<file path="config.mk">
export PLATFORM = sky130hd
export DESIGN_NAME = toggle_activity_counter
export DESIGN_NICKNAME = d
export VERILOG_FILES = /design/src/rtl/toggle_activity_counter.sv
export SDC_FILE = /design/constraint.sdc
export NUM_CORES = 1
export LEC_CHECK = 0
export ABC_AREA = 1
export ABC_CLOCK_PERIOD_IN_PS = 8840
export BUFFER_PORTS_ARGS = -buffer_cell sky130_fd_sc_hd__clkbuf_2
export CORE_MARGIN = 5
export CORE_UTILIZATION = 55
export CTS_CLUSTER_SIZE = 10
export DETAILED_ROUTE_END_ITERATION = 12
export PLACE_DENSITY = 0.74
export SLEW_MARGIN = 20
export SYNTH_ARGS = -nofsm -noshare
export SYNTH_HDL_FRONTEND = slang
export SYNTH_SLANG_ARGS = --single-unit
</file>
<file path="constraint.sdc">
create_clock -name clk -period 8.84 [get_ports clk]
set_clock_uncertainty 0.15 [all_clocks]
set_input_delay 1.326 -clock clk [delete_from_list [all_inputs] [get_ports clk]]
set_output_delay 1.326 -clock clk [all_outputs]
set_load 0.05 [all_outputs]
</file>
<file path="src/rtl/toggle_activity_counter.sv">
// toggle_activity_counter: counts per-node 0->1/1->0 transitions over a programmable window.
// Per-node and total counters saturate; overflow is sticky until the next start.
module toggle_activity_counter #(
    parameter int N_SIG = 4,
    parameter int CNT_W = 16,
    parameter int WIN_W = 16,
    parameter int SEL_W = 2
) (
    input  logic             clk,
    input  logic             reset_L,
    input  logic             start,
    input  logic [WIN_W-1:0] win_len,
    input  logic [N_SIG-1:0] sig_in,
    input  logic [SEL_W-1:0] rd_sel,
    output logic [CNT_W-1:0] sel_cnt,
    output logic [CNT_W-1:0] total_cnt,
    output logic             busy,
    output logic             done,
    output logic             overflow
);
    localparam int PC_W = $clog2(N_SIG + 1);
    localparam logic [CNT_W-1:0] MAX = '1;

    typedef enum logic [1:0] {IDLE = 2'b00, COUNT = 2'b01, DONE = 2'b10} state_t;

    state_t           state_q, state_d;
    logic [CNT_W-1:0] cnt_q [N_SIG];
    logic [CNT_W-1:0] cnt_d [N_SIG];
    logic [CNT_W-1:0] total_q, total_d;
    logic [WIN_W-1:0] rem_q, rem_d;
    logic [N_SIG-1:0] prev_q, prev_d;
    logic             ovf_q, ovf_d;
    logic [N_SIG-1:0] tog;
    logic [PC_W-1:0]  pc;
    logic [CNT_W:0]   sum;
    logic             clip;

    always_comb begin
        state_d = state_q;
        cnt_d   = cnt_q;
        total_d = total_q;
        rem_d   = rem_q;
        prev_d  = prev_q;
        ovf_d   = ovf_q;
        clip    = 1'b0;
        tog     = sig_in ^ prev_q;
        pc      = '0;
        for (int i = 0; i < N_SIG; i++) pc = pc + PC_W'(tog[i]);
        // one extra bit so the saturation check sees the carry
        sum     = {1'b0, total_q} + (CNT_W+1)'(pc);
        case (state_q)
            IDLE, DONE: begin
                if (start) begin
                    cnt_d   = '{default: '0};
                    total_d = '0;
                    ovf_d   = 1'b0;
                    prev_d  = sig_in;
                    rem_d   = win_len;
                    state_d = (win_len != '0) ? COUNT : DONE;
                end
            end
            COUNT: begin
                prev_d = sig_in;
                rem_d  = rem_q - WIN_W'(1);
                for (int i = 0; i < N_SIG; i++) begin
                    if (tog[i]) begin
                        if (cnt_q[i] == MAX) clip = 1'b1;
                        else cnt_d[i] = cnt_q[i] + CNT_W'(1);
                    end
                end
                if (sum > {1'b0, MAX}) begin
                    total_d = MAX;
                    clip    = 1'b1;
                end else begin
                    total_d = sum[CNT_W-1:0];
                end
                ovf_d   = ovf_q | clip;
                state_d = (rem_q == WIN_W'(1)) ? DONE : COUNT;
            end
            default: state_d = IDLE;
        endcase
    end

    always_ff @(posedge clk or negedge reset_L) begin
        if (!reset_L) begin
            state_q <= IDLE;
            cnt_q   <= '{default: '0};
            total_q <= '0;
            rem_q   <= '0;
            prev_q  <= '0;
            ovf_q   <= 1'b0;
        end else begin
            state_q <= state_d;
            cnt_q   <= cnt_d;
            total_q <= total_d;
            rem_q   <= rem_d;
            prev_q  <= prev_d;
            ovf_q   <= ovf_d;
        end
    end

    assign sel_cnt   = (int'(rd_sel) < N_SIG) ? cnt_q[rd_sel] : '0;
    assign total_cnt = total_q;
    assign busy      = (state_q == COUNT);
    assign done      = (state_q == DONE);
    assign overflow  = ovf_q;
endmodule
</file>
; Yosys cells after proc, flatten, opt, wreduce, memory -nomap -nowiden
; Cells that the tools add are included.
[word_totals]
regBits = 103
latch_bits = 0
ramBits = 0
rom_bits = 0
input_bits = 25
wordCells = 84
mem_count = 0
[op_classes]
n_addsub = 9
n_mul = 0
div_mod_pow = 0
n_lt_le_gt_ge = 2
n_eq_ne = 16
shift = 0
muxes = 36
bitwise = 3
reduce_logical = 9
[op_table]
columns = operator, n
row1 = 16-bit 2-to-1 mux, 13
row2 = 64-bit one-hot mux with 2 select lines, 1
row3 = "16-bit by 1-bit adder with 16-bit output, second input constant", 4
row4 = "16-bit equality test, second input constant", 4
row5 = 64-bit 2-to-1 mux, 1
row6 = 16-bit one-hot mux with 2 select lines, 2
row7 = 16-bit binary-select mux with 2-bit select, 1
row8 = 16-bit by 3-bit adder with 17-bit output, 1
row9 = "17-bit by 16-bit greater-than comparator with 1-bit output, second input constant", 1
row10 = "16-bit by 1-bit equality test with 1-bit output, second input constant", 1
row11 = 4-bit AND reduction, 4
row12 = 16-bit nonzero test, 1
row13 = "16-bit by 1-bit subtractor with 16-bit output, second input constant", 1
row14 = 1-bit 2-to-1 mux, 11
row15 = "2-bit != test, second input constant", 5
row16 = "2-bit by 1-bit != test with 1-bit output, second input constant", 4
row17 = 4-bit one-hot mux with 2 select lines, 1
row18 = 2-bit 2-to-1 mux, 3
row19 = 4-bit 2-to-1 mux, 1
row20 = 2-bit one-hot mux with 2 select lines, 1
row21 = 4-bit bitwise XOR, 1
row22 = 2-bit by 1-bit adder with 3-bit output, 1
row23 = 3-bit by 1-bit adder with 3-bit output, 1
row24 = "3-bit greater-or-equal comparator, second input constant", 1
row25 = other kinds (10), 10

; Logic depth before layout (Yosys ltp)
; Gate-level depths: netlist (run 1).
[logic_depth]
depth_word = 13
ltp_mapped = 14
mapped_depth_nobuf = 14

; Least setup slack after synthesis (run 1)
; OpenSTA, ideal clock, no wires.
[synth_path]
path_type = input -> output
start = input rd_sel[1]
end = output sel_cnt[11]
arrival_time_ps = 2885
required_ps = 7364
path_slack_ps = 4479
cell_stages = 4
cell_sequence = clkinv_1 clkbuf_1 o21ai_0 o21ai_0
[synth_between]
elab_chain_cells = 4
[synth_lines]
columns = element, line
row1 = from (decl), 14  ; input logic [SEL_W-1:0] rd_sel,
row2 = 2-bit NOT with 3-bit output (implied by the code), 102  ; assign sel_cnt = (int'(rd_sel) < N_SIG) ? cnt_q[rd_sel] : '0;
row3 = 16-bit binary-select mux with 2-bit select, 102
row4 = 16-bit 2-to-1 mux (implied by the code) (2 in a row), 102
row5 = to (decl), 15  ; output logic [CNT_W-1:0] sel_cnt,
; No other way between the ends. The select of a mux whose other input is x is not followed.

; Final worst setup path (run 1)
[layout_path]
start = input rd_sel[0]
end = output sel_cnt[6]
; The elaborated chain is that of the path after synthesis.

==> results of run 1 <==
==> where the power goes <==
group,switching [mW],internal (mW)
Sequential,0.190,0.611
Combinational,0.501,0.232
Clock,0.191,0.223
==> layer usage <==
metal,global-route usage,share of wire
met1,0.357,0.46
met2,0.410,0.46
met3,0.0627,0.067
met4,0.0768,0.017
met5,0,0
==> cell type report <==
class / instances / share of cell area
Tap cell: 172 / 0.0279
Sequential cell: 103 / 0.334
Timing Repair Buffer: 61 / 0.0405
Clock inverter: 7 / 0.0104
Clock buffer: 9 / 0.0291
Inverter: 116 / 0.0573
Multi-Input combinational cell: 770 / 0.501
==> worst max-delay path: stages <==
cell	delay, ns
clkbuf_2	0.31
clkinv_1	0.88
o21ai_0	0.49
a21oi_1	0.07
a21oi_1	0.15
clkbuf_2	0.30
==> cell families (layout without fill, tap and decap cells) <==
family,after synthesis,count (layout)
AND/OR/NAND/NOR,557,557
AO/OA/AOI/OAI,159,159
buffers and inverters,148,193
flip-flops,103,103
XOR/XNOR,44,44
adder cells (fa/ha/maj),10,10
==> sequential cells by signal, indices dropped and copies added (netlist names) <==
name       count
prev_q         4
cnt_q         64
state_q        2
rem_q         16
total_cnt     16
overflow       1
==> synthesized netlist by cell type, types with 4 or more instances <==
cell type,count
o22ai_1,5
nand3_1,76
inv_2,4
o21ai_0,67
nand2_2,9
clkbuf_1,12
buf_2,8
xor2_1,39
o221ai_1,6
inv_1,107
nor2_2,5
nand2_1,286
nor3_1,26
nor2_1,103
xnor2_1,5
o21ai_1,22
o211ai_1,6
ha_1,7
dfrtp_1,103
nand4_1,31
o21ai_2,6
a21oi_1,43
buf_1,6
==> worst min path at each step <==
| stage | endpoint | slack (ns) | depth (start not counted) |
|---|---|---|---|
| global route | prev_q[1]$_DFFE_PN0P_ | 0.38 | 2 |
| finish | prev_q[0]$_DFFE_PN0P_ | 0.35 | 2 |
| detailed placement | prev_q[0]$_DFFE_PN0P_ | 0.33 | 2 |
| global placement | prev_q[2]$_DFFE_PN0P_ | 0.32 | 2 |
| CTS | prev_q[0]$_DFFE_PN0P_ | 0.35 | 2 |
| floorplan | prev_q[0]$_DFFE_PN0P_ | 0.31 | 2 |
==> stage by stage <==
step           setup slack, ns  instance area (um2)  std cells  utilization
3_3_place_gp              3.95                 7420       1222        0.588
3_5_place_dp              3.87                 7420       1222        0.588
4_1_cts                   3.86                 7730       1238        0.612
6_report                  3.82                 7730       1238        0.612
5_1_grt                   3.51                 7730       1238        0.612
2_1_floorplan             4.48                 7060       1021            -
==> metrics.txt, run 1 <==
IO buf count=between 50 and 60; Starting Density=0.559; Yosys cell types=45; DRC viols=0; P&R area growth vs syn=9.43%; highest clock rate=between 0.15 and 0.2 GHz; Setup Buffers After CTS=0; number of diodes=0; clock sinks=around 100; Pwr Density=~250 nW/um2; Worst Setup EP=sel_cnt[6]; Die Area=about 15000 um2; critical path fanouts, max=44; Post-CTS Resized=0; post-synthesis mux area share=0; Worst Hold Class=reg2reg; setup TNS=0 ns; share of cells above drive strength 1=0.114; CORE AREA=between 10000 and 15000 um2; Synth warnings=0; critical path endpoint category=output port; r2r endpoint=total_cnt[4]$_DFFE_PN0P_; Final ANT Viol Nets=0; CP arrival=3.54 ns; Fin. Hold Viols=0; Synth Area in Adders=0.0209; fin crit share=0.568; sequential area share after synthesis=0.365; Final Critical Period=~5.0 ns; most common flop cell mapped by yosys=dfrtp_1; CTS tree=yes; Multi-input gate area=3870 um2; Syn Nets=1056; Die Ht=123 um; Hold Slack=about 0.35 ns; Setup crit start=rd_sel[0]; Max Buffers Root-to-Sink=2; chip width=around 120 um; Post-Syn Instances=slightly above 1000; GRT Residual Overflow=0; post-synth top area cell=dfrtp_1; Num CTS Buffers=9; hold path startpoint=prev_q[0]$_DFFE_PN0P_; Rel. slew slack=0.338; worst setup path class=in2out; Overall Power=between 1.5 and 2 mW; commonest non-fill, non-tap cell in the layout=nand2_1; Peak supply drop=0.192 mV; RSZ-0062 raised after global routing=no; post-synthesis async set-or-reset flop share=1.00; vias after detailed routing=6894; vias in the first global route=6283; R2R cell count=14; Register Area=2580 um2; vias per cell=5.57; first-pass GRT wire length=31.2 mm; largest net degree at the start of global routing=75; TritonRoute pass-1 iters=5; post-DR wirelength/cell=15.0 um; Worst Tran Pin Value=roughly 0.99 ns; Post-synth EDFFs=0; FF+latch count, synth=103; Post-CTS Hold Fix Bufs=0; share of the synthesized area in the top cell type=0.365; Worst-Skew Late Latency=0.36 ns; Final Max Tran Viols=0; clk root buf=clkbuf_16; DP Wirelength=around 14 mm; Synth Area in XOR/XNOR=0.0546; complex-gate fraction of the synthesized area=0.124; # fillers=1244; DR iter-0 viols=616; Synth area leaders=dfrtp_1, nand2_1, inv_1, nor2_1, nand3_1; most frequent cells in the layout=nand2_1, inv_1, nor2_1, dfrtp_1, nand3_1; leakage=3.69 nW; Clk pin slew, worst setup/hold paths=~0.070 ns; antenna violations before repair=0; Synth Area in Simple Gates=0.349; boundary pin count=60; status=finished, final reports clean; mapped cell area=7060 um2; Max-Cap Viols=0; Post-layout nets=1096; H-tree levels=3; main combinational cell family by area after synthesis=simple AND/OR/NAND/NOR gates; Critical Path Source Type=input port; FF-to-FF Start=prev_q[0]$_DFFE_PN0P_; GR Util All Layers=0.260; gpl congestion=about 0.92; reg2reg setup slack=5.49 ns; FP Rows=41; Final setup viols=0; Worst EP required=between 7 and 8 ns; final WL=18.6 mm; Synth Area per Inst=6.92 um2
(Power assumes the default switching activity.)
==> run 2: changes to the inputs <==
--- a/config.mk
+++ b/config.mk
@@ -5,14 +5,14 @@
 export SDC_FILE = /design/constraint.sdc
 export NUM_CORES = 1
 export LEC_CHECK = 0
-export ABC_AREA = 1
-export ABC_CLOCK_PERIOD_IN_PS = 8840
+export ABC_AREA = 0
+export ABC_CLOCK_PERIOD_IN_PS = 5200
 export BUFFER_PORTS_ARGS = -buffer_cell sky130_fd_sc_hd__clkbuf_2
 export CORE_MARGIN = 5
 export CORE_UTILIZATION = 55
 export CTS_CLUSTER_SIZE = 10
 export DETAILED_ROUTE_END_ITERATION = 12
-export PLACE_DENSITY = 0.74
+export PLACE_DENSITY = 0.75
 export SLEW_MARGIN = 20
 export SYNTH_ARGS = -nofsm -noshare
 export SYNTH_HDL_FRONTEND = slang
==> constraint.sdc (replaced) <==
create_clock -name clk -period 5.2 [get_ports clk]
set_clock_uncertainty 0.15 [all_clocks]
set_input_delay 0.78 -clock clk [delete_from_list [all_inputs] [get_ports clk]]
set_output_delay 0.78 -clock clk [all_outputs]
set_load 0.05 [all_outputs]
==> run 2 against run 1 <==
Compared with the run above: final cell count shrank 33%; combinational power grew 42%; utilization up 0.30 points; global-route usage fell by 0.93 points; first-iteration DRC count fell by 5.4%; synthesized cell count is 37% lower; clock-buffer cell count did not move; register-to-register slack worse by 3.8 ns; via count shrank 24%; clock power rose by 27%; sequential power up 38%; largest cell class unchanged; largest power group unchanged.
==> metrics.txt, run 2 <==
Crit path max-delay family=adder cells (was buffers and inverters); CTS tree=yes (unchanged); setup ws final=1.58 ns (was 3.82 ns); FF+latch count, synth=103 (unchanged); critical path fanouts, max=7 (was 44); Post-CTS Hold Fix Bufs=0 (unchanged); final WL=15.4 mm (was 18.6 mm); H-tree levels=3 (unchanged); FF-to-FF Start=prev_q[0]$_DFFE_PN0P_ (unchanged); CORE AREA=10900 um2 (was 12600 um2); synth cell count leaders=dfrtp_1, nand2_1, nor2_1 (was nand2_1, inv_1, dfrtp_1, nor2_1, nand3_1); mapped cell area=6110 um2 (was 7060 um2); Reg with most FFs=cnt_q (unchanged); Min-Delay Path Depth=2 (unchanged); Pwr Density=398 nW/um2 (was 252 nW/um2); r2r endpoint=total_cnt[5]$_DFFE_PN0P_ (was total_cnt[4]$_DFFE_PN0P_); reg2reg setup slack=1.67 ns (was 5.49 ns); antenna violations before repair=0 (unchanged); Synth Area per Inst=9.57 um2 (was 6.92 um2); DP Wirelength=11.2 mm (was 13.5 mm); most common flop cell mapped by yosys=dfrtp_1 (unchanged); Critical Path Max Stage Delay=0.52 ns (was 0.88 ns); count leader, synth=dfrtp_1 (was nand2_1); Clk pin slew, worst setup/hold paths=0.10 ns (was 0.07 ns); Rel. slew slack=0.375 (was 0.338); gpl congestion=0.877 (was 0.921); RSZ-0062 raised after global routing=no (unchanged); P&R area growth vs syn=9.60% (was 9.43%); most frequent cells in the layout=dfrtp_1, nand2_1, nor2_1 (was nand2_1, inv_1, nor2_1, dfrtp_1, nand3_1); post-synth top area cell=dfrtp_1 (unchanged); vias per cell=6.35 (was 5.57); Hold Path End=prev_q[0]$_DFFE_PN0P_ (unchanged); TritonRoute pass-1 iters=5 (unchanged); DR iter-0 viols=583 (was 616); boundary pin count=60 (unchanged); IO buf count=59 (unchanged); clk root buf=clkbuf_8 (was clkbuf_16); Starting Density=0.561 (was 0.559); Overall Power=2.67 mW (was 1.95 mW); fin crit share=0.696; Final setup viols=0 (unchanged); Peak supply drop=0.397 mV (was 0.192 mV); Num CTS Buffers=9 (unchanged); largest net degree at the start of global routing=74 (was 75); Fin. Hold Viols=0 (unchanged); Max-Cap Viols=0 (unchanged); Crit path top cell by count=fa_1; Setup crit start=sig_in[0] (was rd_sel[0]); Worst EP required=5.33 ns (was 7.36 ns); Syn Nets=674 (was 1056); Die Area=13300 um2 (was 15200 um2); Final ANT Viol Nets=0 (unchanged); buffers and inverters on the worst path=3 (unchanged); CP arrival=3.75 ns (was 3.54 ns); share of the synthesized area in the top cell type=0.422 (was 0.365); Synth warnings=0 (unchanged); share of cells above drive strength 1=0.175 (was 0.114); Post-layout nets=720 (was 1096); Worst-Skew Late Latency=0.39 ns (was 0.36 ns); leakage=2.88 nW (was 3.69 nW); CP Cell Sequence=clkbuf_2, xor2_1, inv_1, fa_1, inv_1, fa_1, fa_1, and4_1, nand4_1, nor2_1, o21a_1, o221a_2 (was clkbuf_2, clkinv_1, o21ai_0, a21oi_1, a21oi_1, clkbuf_2); GR Util All Layers=0.251 (was 0.260); Post-CTS Resized=0 (unchanged); chip width=115 um (was 123 um); GRT Residual Overflow=0 (unchanged); DP Worst Slack=1.19 ns (was 3.87 ns); Worst Hold Class=reg2reg (unchanged); post-synthesis async set-or-reset flop share=1.00 (unchanged); number of diodes=0 (unchanged); Die Ht=115 um (was 123 um); Final Critical Period=roughly 3.6 ns; Yosys cell types=64 (was 45); Max Buffers Root-to-Sink=2 (unchanged); Critical Path Source Type=input port (unchanged); Post-Syn Instances=639 (was 1021); setup TNS=0 ns (unchanged); worst setup path class=in2reg (was in2out); DRC viols=0 (unchanged); Setup Buffers After CTS=0 (unchanged); commonest non-fill, non-tap cell in the layout=dfrtp_1 (was nand2_1); max reg flops=64 (unchanged); Worst Tran Pin Value=0.936 ns (was 0.986 ns); Post-synth EDFFs=0 (unchanged); R2R cell count=11 (was 14); sequential area share after synthesis=0.422 (was 0.365); Worst path slowest cell=fa_1 (was clkinv_1); first-pass GRT wire length=26.5 mm (was 31.2 mm); Final Max Tran Viols=0 (unchanged); vias after detailed routing=5270 (was 6894); clock sinks=103 (unchanged); post-DR wirelength/cell=18.5 um (was 15.0 um); highest clock rate=approximately 0.28 GHz; FP Rows=38 (was 41); critical path endpoint category=flip-flop (was output port); vias in the first global route=5430 (was 6283); hold path startpoint=prev_q[0]$_DFFE_PN0P_ (unchanged); Synth area leaders=dfrtp_1, mux4_2, nand2_1, xnor2_1, nor2_1 (was dfrtp_1, nand2_1, inv_1, nor2_1, nand3_1); status=finished, final reports clean (unchanged)
==> run 2: where the power goes <==
group | switching (mW) | total [mW] | internal, mW
clock | 0.300 | 0.527 | 0.228
sequential | 0.163 | 1.10 | 0.935
combinational | 0.728 | 1.04 | 0.314
==> run 2: final cells by class <==
| type | count | area, um2 |
|---|---|---|
| tap | 140 | 175 |
| timing repair buffer | 63 | 328 |
| inverter | 19 | 71.3 |
| fill | 909 | 4190 |
| clock inverter | 7 | 77.6 |
| clock buffer | 9 | 124 |
| multi-input combinational | 489 | 3350 |
| sequential | 103 | 2580 |
==> run 2: through the flow <==
step                      instance area, um2  instances  hold WS (ns)  utilization
after global routing                    6700        830         0.391        0.615
after global placement                  6500        814         0.320        0.597
after floorplan                         6110        639         0.309            -
final                                   6700        830         0.346        0.615
after detailed placement                6500        814         0.326        0.597
after CTS                               6700        830         0.350        0.615
==> run 2: per-layer routing <==
metal,GRT usage,vias to the layer above,share of wire
met5,0,-,0
met1,0.336,2570,0.43
met3,0.0705,26,0.072
met4,0.0736,0,0.015
li1,-,2471,-
met2,0.401,203,0.48
==> run 2: worst max-delay path by stage <==
stage                                     endpoint  slack (ns)  cells past startpoint
final                     total_cnt[5]$_DFFE_PN0P_        1.58                     12
after global routing      total_cnt[5]$_DFFE_PN0P_        1.42                     12
after global placement    total_cnt[5]$_DFFE_PN0P_        1.25                     12
after floorplan           total_cnt[5]$_DFFE_PN0P_        1.40                     12
after CTS                 total_cnt[5]$_DFFE_PN0P_        1.62                     12
after detailed placement  total_cnt[5]$_DFFE_PN0P_        1.19                     12
==> run 2: cell families (layout without fill, tap and decap cells) <==
family,Yosys count,after routing,share of synthesized area
and+or+nand+nor,299,299,0.262
AOI/OAI and AO/OA,114,114,0.125
DFF,103,103,0.422
buffers and inverters,47,98,0.0321
xor gates and xnor gates,38,38,0.0557
muxes,28,28,0.0792
adders and majority gates,10,10,0.0242
==> run 2: worst reg2reg max path: cells and delay by family, from the launching register on <==
family | cells | cell delay (ns)
AO/OA/AOI/OAI | 2 | 0.45
AND/OR/NAND/NOR | 3 | 0.56
adder cells (fa/ha/maj) | 3 | 1.40
flip-flops | 1 | 0.40
XOR/XNOR | 1 | 0.32
buffers and inverters | 2 | 0.16
==> run 3: changes to the inputs <==
--- a/config.mk
+++ b/config.mk
@@ -6,7 +6,7 @@
 export NUM_CORES = 1
 export LEC_CHECK = 0
 export ABC_AREA = 0
-export ABC_CLOCK_PERIOD_IN_PS = 5200
+export ABC_CLOCK_PERIOD_IN_PS = 3600
 export BUFFER_PORTS_ARGS = -buffer_cell sky130_fd_sc_hd__clkbuf_2
 export CORE_MARGIN = 5
 export CORE_UTILIZATION = 55
==> constraint.sdc (replaced) <==
create_clock -name clk -period 3.6 [get_ports clk]
set_clock_uncertainty 0.15 [all_clocks]
set_input_delay 0.54 -clock clk [delete_from_list [all_inputs] [get_ports clk]]
set_output_delay 0.54 -clock clk [all_outputs]
set_load 0.05 [all_outputs]
==> run 3 against run 2 <==
Compared with the run above: power up 44%; clock-buffer cell count unchanged; final cell count increased by 0.84%; register-to-register slack lost 1.4 ns; sequential power is 45% higher; flip-flop and latch count did not move; die area did not move; global-route usage is 0.52 points lower; utilization up 0.41 points; non-clock buffer count is 7 higher.
==> metrics.txt, run 3 (synthesized netlist as in run 2, its figures left out) <==
Rel. slew slack=0.445 (was 0.375); Post-CTS Hold Fix Bufs=0 (unchanged); leakage=2.90 nW (was 2.88 nW); vias after detailed routing=5351 (was 5270); Post-layout nets=727 (was 720); FF-to-FF Start=prev_q[0]$_DFFE_PN0P_ (unchanged); Worst path slowest cell=fa_1 (unchanged); critical path endpoint category=flip-flop (unchanged); Die Area=13300 um2 (unchanged); Max-Cap Viols=0 (unchanged); Peak supply drop=0.565 mV (was 0.397 mV); RSZ-0062 raised after global routing=no (unchanged); Setup crit start=prev_q[0]$_DFFE_PN0P_ (was sig_in[0]); boundary pin count=60 (unchanged); Overall Power=3.85 mW (was 2.67 mW); Final Max Tran Viols=0 (unchanged); H-tree levels=3 (unchanged); largest net degree at the start of global routing=77 (was 74); P&R area growth vs syn=10.3% (was 9.60%); DP Worst Slack=0.0589 ns (was 1.19 ns); first-pass GRT wire length=25.8 mm (was 26.5 mm); Num CTS Buffers=9 (unchanged); FP Rows=38 (unchanged); TritonRoute pass-1 iters=5 (unchanged); setup ws final=0.288 ns (was 1.58 ns); most frequent cells in the layout=dfrtp_1, nand2_1, nor2_1 (unchanged); critical path fanouts, max=6 (was 7); clock sinks=103 (unchanged); fin crit share=0.920; DR iter-0 viols=398 (was 583); Critical Path Source Type=flip-flop (was input port); antenna violations before repair=0 (unchanged); Reg with most FFs=cnt_q (unchanged); post-DR wirelength/cell=18.6 um (was 18.5 um); CTS tree=yes (unchanged); GR Util All Layers=0.245 (was 0.251); Final Util=0.619 (was 0.615); commonest non-fill, non-tap cell in the layout=dfrtp_1 (unchanged); Final ANT Viol Nets=0 (unchanged); vias in the first global route=5332 (was 5430); placed cell areas=6560 um2 (was 6500 um2); reg2reg setup slack=0.29 ns (was 1.67 ns); Fin. Hold Viols=0 (unchanged); Die Ht=115 um (unchanged); Pwr Density=570 nW/um2 (was 398 nW/um2); setup TNS=0 ns (unchanged); max reg flops=64 (unchanged); CP Cell Sequence=xor2_1, inv_1, fa_1, inv_1, fa_1, fa_1, and4_1, nand4_1, or2_2, nand2_1, o221a_2 (was clkbuf_2, xor2_1, inv_1, fa_1, inv_1, fa_1, fa_1, and4_1, nand4_1, nor2_1, o21a_1, o221a_2); CORE AREA=10900 um2 (unchanged); Post-CTS Resized=0 (unchanged); Register Area=2580 um2 (unchanged); post-route cell area=6740 um2 (was 6700 um2); Hold Slack=0.0190 ns (was 0.346 ns); number of diodes=0 (unchanged); worst setup path class=reg2reg (was in2reg); DP Wirelength=11.3 mm (was 11.2 mm); Worst-Skew Late Latency=0.39 ns (about the same); dpl cells=821 (was 814); highest clock rate=0.302 GHz; CP arrival=3.45 ns (was 3.75 ns); Clk pin slew, worst setup/hold paths=0.11 ns (was 0.10 ns); share of cells above drive strength 1=0.184 (was 0.175); Critical Path Max Stage Delay=0.50 ns (was 0.52 ns); vias per cell=6.39 (was 6.35); DRC viols=0 (unchanged); Worst Hold Class=in2async (was reg2reg); Starting Density=0.561 (unchanged); GRT Residual Overflow=0 (unchanged); chip width=115 um (unchanged); IO buf count=59 (unchanged); Max Buffers Root-to-Sink=2 (unchanged); final WL=15.5 mm (was 15.4 mm); Final setup viols=0 (unchanged); Worst EP required=3.74 ns (was 5.33 ns); Crit path top cell by count=fa_1 (unchanged); Setup Buffers After CTS=0 (unchanged); Multi-input gate area=3350 um2 (unchanged); clk root buf=clkbuf_8 (unchanged); Final Non-Filler Cells=837 (was 830); Worst Tran Pin Value=0.830 ns (was 0.936 ns); Final Critical Period=around 3.3 ns; gpl congestion=0.882 (was 0.877); status=finished, final reports clean (unchanged); # fillers=921 (was 909)
-- run 3: changes by cell type in the layout (fill, tap and decap cells not counted) --
cell | previous run | this run
clkinvlp_4 | 1 | 3
buf_12 | 0 | 1
clkinv_4 | 1 | 2
inv_6 | 3 | 2
buf_4 | 5 | 11
clkinv_2 | 1 | 0
bufinv_16 | 1 | 0
-- run 3: final timing paths --
path	cells after the start	end
setup / recovery	11	total_cnt[5]$_DFFE_PN0P_
hold / removal	1	cnt_q[52]$_DFFE_PN0P_
setup reg to reg	11	total_cnt[5]$_DFFE_PN0P_
hold reg to reg	2	prev_q[0]$_DFFE_PN0P_
max in group asynchronous	2	rem_q[0]$_DFFE_PN0P_
min in group clk	3	rem_q[12]$_DFFE_PN0P_
-- run 3: area by class of cell --
class	instances	area share
Clock buffer	9	0.0184
Tap cell	140	0.0260
Timing Repair Buffer	70	0.0583
Multi-Input combinational cell	489	0.496
Clock inverter	7	0.00853
Inverter	19	0.0106
Sequential cell	103	0.382
-- run 3: routing by layer --
| metal | up-vias | global-route usage | share of wire |
|---|---|---|---|
| met5 | - | 0 | 0 |
| met3 | 31 | 0.0653 | 0.065 |
| met1 | 2639 | 0.316 | 0.42 |
| met2 | 188 | 0.407 | 0.49 |
| met4 | 0 | 0.0782 | 0.022 |
| li1 | 2493 | - | - |
-- run 3: report_power, final --
group	switching (mW)	internal, mW
sequential	0.241	1.35
clock	0.441	0.258
combinational	1.06	0.498
-- run 3: critical path: cells and delay by family (launching register included) --
kind	cells	cell delay (ns)
AOI/OAI and AO/OA	1	0.32
xor gates and xnor gates	1	0.20
adders and majority gates	3	1.40
buffers and inverters	2	0.13
DFF	1	0.40
and+or+nand+nor	4	0.61
